===== src/rtl/pipe_probe_bank.sv =====
// Bank of independent shift-register channels with a capture FSM that counts
// DEPTH valid shifts after an arm strobe and snapshots the resulting tail value.
module pipe_probe_bank #(
  parameter int               CHANNELS = 4,
  parameter int               WIDTH    = 8,
  parameter int               DEPTH    = 4,
  parameter logic [WIDTH-1:0] PRESET   = '0
) (
  input  logic [63:0] clkin_data,
  input  logic [31:0] in_data,
  output logic [31:0] out_data,
  output logic [31:0] probe_data
);

  typedef enum logic [1:0] {
    IDLE  = 2'd0,
    ARMED = 2'd1,
    COUNT = 2'd2,
    DONE  = 2'd3
  } state_t;

  logic             clk;
  logic             srst;
  logic [WIDTH-1:0] din;
  logic [1:0]       sel;
  logic [1:0]       mode;
  logic             arm;

  assign clk  = clkin_data[0];
  assign srst = clkin_data[32];
  assign din  = in_data[WIDTH-1:0];
  assign sel  = in_data[9:8];
  assign mode = in_data[11:10];
  assign arm  = in_data[12];

  logic unused_bits;
  assign unused_bits = ^{clkin_data[63:33], clkin_data[31:1], in_data[31:13], in_data[7:0]};

  logic [CHANNELS-1:0]       ch_hit;
  logic [CHANNELS*WIDTH-1:0] tail_q_all;
  logic [CHANNELS*WIDTH-1:0] tail_d_all;

  // One shift register per channel; only the channel matching sel reacts.
  for (genvar gi = 0; gi < CHANNELS; gi++) begin : g_ch
    logic [WIDTH-1:0] st_q [DEPTH];
    logic [WIDTH-1:0] st_d [DEPTH];

    assign ch_hit[gi] = (sel == 2'(gi));

    always_comb begin
      for (int k = 0; k < DEPTH; k++) st_d[k] = st_q[k];
      if (ch_hit[gi]) begin
        case (mode)
          2'b01: begin
            st_d[0] = din;
            for (int k = 1; k < DEPTH; k++) st_d[k] = st_q[k-1];
          end
          2'b10:   for (int k = 0; k < DEPTH; k++) st_d[k] = PRESET;
          2'b11:   for (int k = 0; k < DEPTH; k++) st_d[k] = '0;
          default: ;
        endcase
      end
    end

    always_ff @(posedge clk) begin
      for (int k = 0; k < DEPTH; k++) begin
        if (srst) st_q[k] <= '0;
        else      st_q[k] <= st_d[k];
      end
    end

    assign tail_q_all[gi*WIDTH +: WIDTH] = st_q[DEPTH-1];
    assign tail_d_all[gi*WIDTH +: WIDTH] = st_d[DEPTH-1];
  end

  logic sel_valid;
  logic valid_shift;
  logic valid_lc;

  assign sel_valid   = |ch_hit;
  assign valid_shift = sel_valid && (mode == 2'b01);
  assign valid_lc    = sel_valid && mode[1];

  // Post-shift tail of the selected channel, taken from next-state values.
  logic [WIDTH-1:0] snap_src;
  always_comb begin
    snap_src = '0;
    for (int c = 0; c < CHANNELS; c++) begin
      if (ch_hit[c]) snap_src = tail_d_all[c*WIDTH +: WIDTH];
    end
  end

  state_t           state_q, state_d;
  logic [3:0]       cnt_q, cnt_d;
  logic [3:0]       cnt_inc;
  logic [7:0]       cap_q, cap_d;
  logic [WIDTH-1:0] snap_q, snap_d;
  logic             done_hit;

  assign cnt_inc = cnt_q + 4'd1;

  always_comb begin
    state_d  = state_q;
    cnt_d    = cnt_q;
    cap_d    = cap_q;
    snap_d   = snap_q;
    done_hit = 1'b0;
    case (state_q)
      IDLE: begin
        if (arm) state_d = ARMED;
      end
      ARMED: begin
        if (valid_shift) begin
          cnt_d = 4'd1;
          if (DEPTH == 1) begin
            state_d  = DONE;
            done_hit = 1'b1;
          end else begin
            state_d = COUNT;
          end
        end
      end
      COUNT: begin
        // Hold cycles and arm strobes fall through untouched here.
        if (valid_shift) begin
          cnt_d = cnt_inc;
          if (cnt_inc == 4'(DEPTH)) begin
            state_d  = DONE;
            done_hit = 1'b1;
          end
        end else if (valid_lc) begin
          state_d = IDLE;
          cnt_d   = 4'd0;
        end
      end
      DONE: begin
        if (arm) begin
          state_d = IDLE;
          cnt_d   = 4'd0;
        end
      end
      default: state_d = IDLE;
    endcase
    if (done_hit) begin
      snap_d = snap_src;
      if (cap_q != 8'hFF) cap_d = cap_q + 8'd1;
    end
  end

  always_ff @(posedge clk) begin
    if (srst) begin
      state_q <= IDLE;
      cnt_q   <= 4'd0;
      cap_q   <= 8'd0;
      snap_q  <= '0;
    end else begin
      state_q <= state_d;
      cnt_q   <= cnt_d;
      cap_q   <= cap_d;
      snap_q  <= snap_d;
    end
  end

  always_comb begin
    out_data = '0;
    out_data[CHANNELS*WIDTH-1:0] = tail_q_all;
  end

  assign probe_data = {8'h00, 8'(snap_q), cap_q, 6'b0, state_q};

endmodule


===== config.mk =====
export PLATFORM = sky130hd
export DESIGN_NAME = pipe_probe_bank
export DESIGN_NICKNAME = d
export VERILOG_FILES = /design/src/rtl/pipe_probe_bank.sv
export SDC_FILE = /design/constraint.sdc
export NUM_CORES = 1
export LEC_CHECK = 0
export ABC_AREA = 0
export BUFFER_PORTS_ARGS = -buffer_cell sky130_fd_sc_hd__buf_2
export CAP_MARGIN = 10
export CELL_PAD_IN_SITES_DETAIL_PLACEMENT = 0
export CELL_PAD_IN_SITES_GLOBAL_PLACEMENT = 2
export CORE_MARGIN = 3
export CORE_UTILIZATION = 34
export CTS_BUF_LIST = sky130_fd_sc_hd__clkbuf_4 sky130_fd_sc_hd__clkbuf_8 sky130_fd_sc_hd__clkbuf_16
export CTS_CLUSTER_SIZE = 28
export DETAILED_ROUTE_END_ITERATION = 7
export PLACE_DENSITY = 0.85
export SYNTH_ARGS = -nofsm -noshare
export SYNTH_HDL_FRONTEND = slang
export SYNTH_SLANG_ARGS = --single-unit
export TNS_END_PERCENT = 50

===== constraint.sdc =====
create_clock -name clkin_data -period 3.1 [get_ports clkin_data]
set_clock_uncertainty 0.05 [all_clocks]
set_input_delay 0.465 -clock clkin_data [delete_from_list [all_inputs] [get_ports clkin_data]]
set_output_delay 0.465 -clock clkin_data [all_outputs]
set_load 0.03 [all_outputs]

==> results.cfg <==
[routing]
drtAntennaViolNets = 0
viasPerCell = 5.38
drc_errors = 0
dr.pass1.iters = 5
wl_um = 15700
drt_iter0_drc = 338
vias = 5013
wire_per_inst_um = 16.8

[floorplan]
ioPinCount = 160
die-area_um2 = 19100
core_um2 = 16800
die-height_um = 138
rows = 47
die-width_um = 138
initial_core_util = 0.353

[layout]
n_fill_cell = 1631
post_route_cells_drive_above_1_share = 0.226
antennaDiodeCount = 0
syn2layout_area_growth_pct = 26.4
nets = 785

[sta]
finalCritPeriodShare = 0.704
max_freq_mhz = 459
tns_ps = 0
hold_viol_final = 0
finalMaxSlewViolations = 0
layout_min_cycle_time_ps = 2180
grt_setup_unrepaired = no
relSlewSlack = 0.296
worstMarginPinSlew_ps = 1060
setup_viol = 0

[setup_path]
worst-path-max-fanout = 18
required_ps = 3390
cp-start-kind = flop
crit_type = reg2reg
cp.arrival_ps = 2470
end_kind = flop

[global_route]
grt_antenna_before_repair = 0
grt_pass1_wl_um = 25100
track_usage = 0.171
grt_max_degree = 34
grt_pass1_vias = 5795
globalRouteOverflowTotal = 0

[yosys]
ys_types = 44
syn_avg_cell_area_um2 = 9.45
synth-xor-area-share = 0
ys_seq_area_frac = 0.505
yosys_warnings = 0
synth_top_family_by_area = compound AO/OA/AOI/OAI gates
yosysMostFrequentCell = dfxtp_1
synth_area_um2 = 5940
async_flop_share = 0
syn_inst = 629
synthTopCellsByArea = dfxtp_1 (51%), a22oi_1 (14%), nor2_1 (9.1%), mux4_2 (6.1%), clkbuf_1 (2.7%)
synth_edf_count = 0
synth-compound-area-share = 0.202
synth_top_area_frac = 0.505
synth_common_cells = dfxtp_1 (150), nor2_1 (144), a22oi_1 (112)
synth_flop_cell = dfxtp_1
yosys.area_share.simple = 0.159
yosys-mux-area-fraction = 0.0718
synth_seq_cells = 150
synthAdderAreaFrac = 0.00632
yosys.area.top_type = dfxtp_1

[placement]
port_buffers = 63
gp_congestion = 0.816
post-dp-hpwl_um = 9940

[cts]
cts_hold_buf = 0
path_clk_slew_ps = 60
cts_tree = done
cts_setup_buffers = 0
cts.repair.resized = 0
insertion_delay_ps = 410

[power]
powerDensity_nw_per_um2 = 862
p_total_uw = 6470
vdd_drop_max_mv = 0.483
p_leak_uw = 0.00290

[min_path]
hold_class = clk2reg

[outcome]
status = finished, final reports clean

[job]
drv_cap = 0
==> metal layers <==
layer	part of all wire	up-vias	track usage
li1	-	2390	-
met1	0.44	2413	0.185
met2	0.46	181	0.216
met3	0.080	29	0.119
met4	0.020	0	0.157
met5	0	-	0
==> path summary, 6_finish.rpt <==
path	startpoint	cells after the start	end	slack, ps
max	cnt_q[0]	6	cap_q[5]	920
min	clkin_data[32]	3	g_ch[1].st_q[1][2]	30
max reg2reg	cnt_q[0]	6	cap_q[5]	920
min reg2reg	g_ch[2].st_q[0][4]	2	g_ch[2].st_q[0][4]	400
==> placed cells by master (no fill, tap or decap), types with 3 or more instances in the layout <==
cell,n
a211oi_1,4
mux2_2,5
ha_1,3
buf_2,63
clkinv_4,5
a22oi_1,112
buf_4,12
o21ai_0,7
nand2_1,23
and3_1,4
nor3_1,3
clkinv_2,3
nand3_1,11
or3_1,6
a32oi_1,9
clkbuf_16,34
nor2_1,144
dfxtp_1,150
nand2b_1,6
nand4_1,3
mux4_2,16
nor2b_1,4
clkbuf_8,3
inv_4,5
inv_1,3
conb_1,14
bufinv_16,4
a21oi_1,25
==> critical path, stage by stage (launching register included) <==
cell     delay (ps)
dfxtp_1         460
ha_1            290
nor2b_1         160
a211o_1         190
nand4_4         240
or4_1           560
a21oi_1         160
==> power breakdown <==
part,total [µW],leakage (µW),switching (µW),internal (µW)
combinational,253,0.000804,172,80.5
clock,4170,0.000888,1700,2480
sequential,2050,0.00121,57.7,1990
total,6470,0.00290,1930,4550
==> final cells by class <==
cell class / instances / area [µm²] / area share
Sequential cell: 150 / 3000 / 0.400
Tap cell: 220 / 275 / 0.0366
Clock buffer: 39 / 907 / 0.121
Timing Repair Buffer: 75 / 405 / 0.0540
Multi-Input combinational cell: 422 / 2660 / 0.354
Inverter: 3 / 11.3 / 0.00150
Clock inverter: 22 / 248 / 0.0330
==> through the flow <==
stage	worst slack [ps]	area, µm²	cells	util	hold WS (ps)
after floorplan	819	5990	642	-	305
after global placement	616	6360	870	0.378	19.1
after detailed placement	539	6360	870	0.378	19.1
after CTS	919	7510	931	0.447	38.1
after global routing	782	7510	931	0.447	36.8
final	919	7510	931	0.447	33.3
==> cell families after synthesis <==
family,count (synthesis)
simple gates,214
flops,150
other cells,1
buf+inv,70
compound gates,169
mux,22
fa+ha+maj,3
==> flip-flops by register name (all words and copies together), names as in the netlist <==
signal and count:
cnt_q 4, state_q 2, snap_q 8, cap_q 8
g_ch.st_q 128
Note: power is estimated with default switching activity, not from simulation.
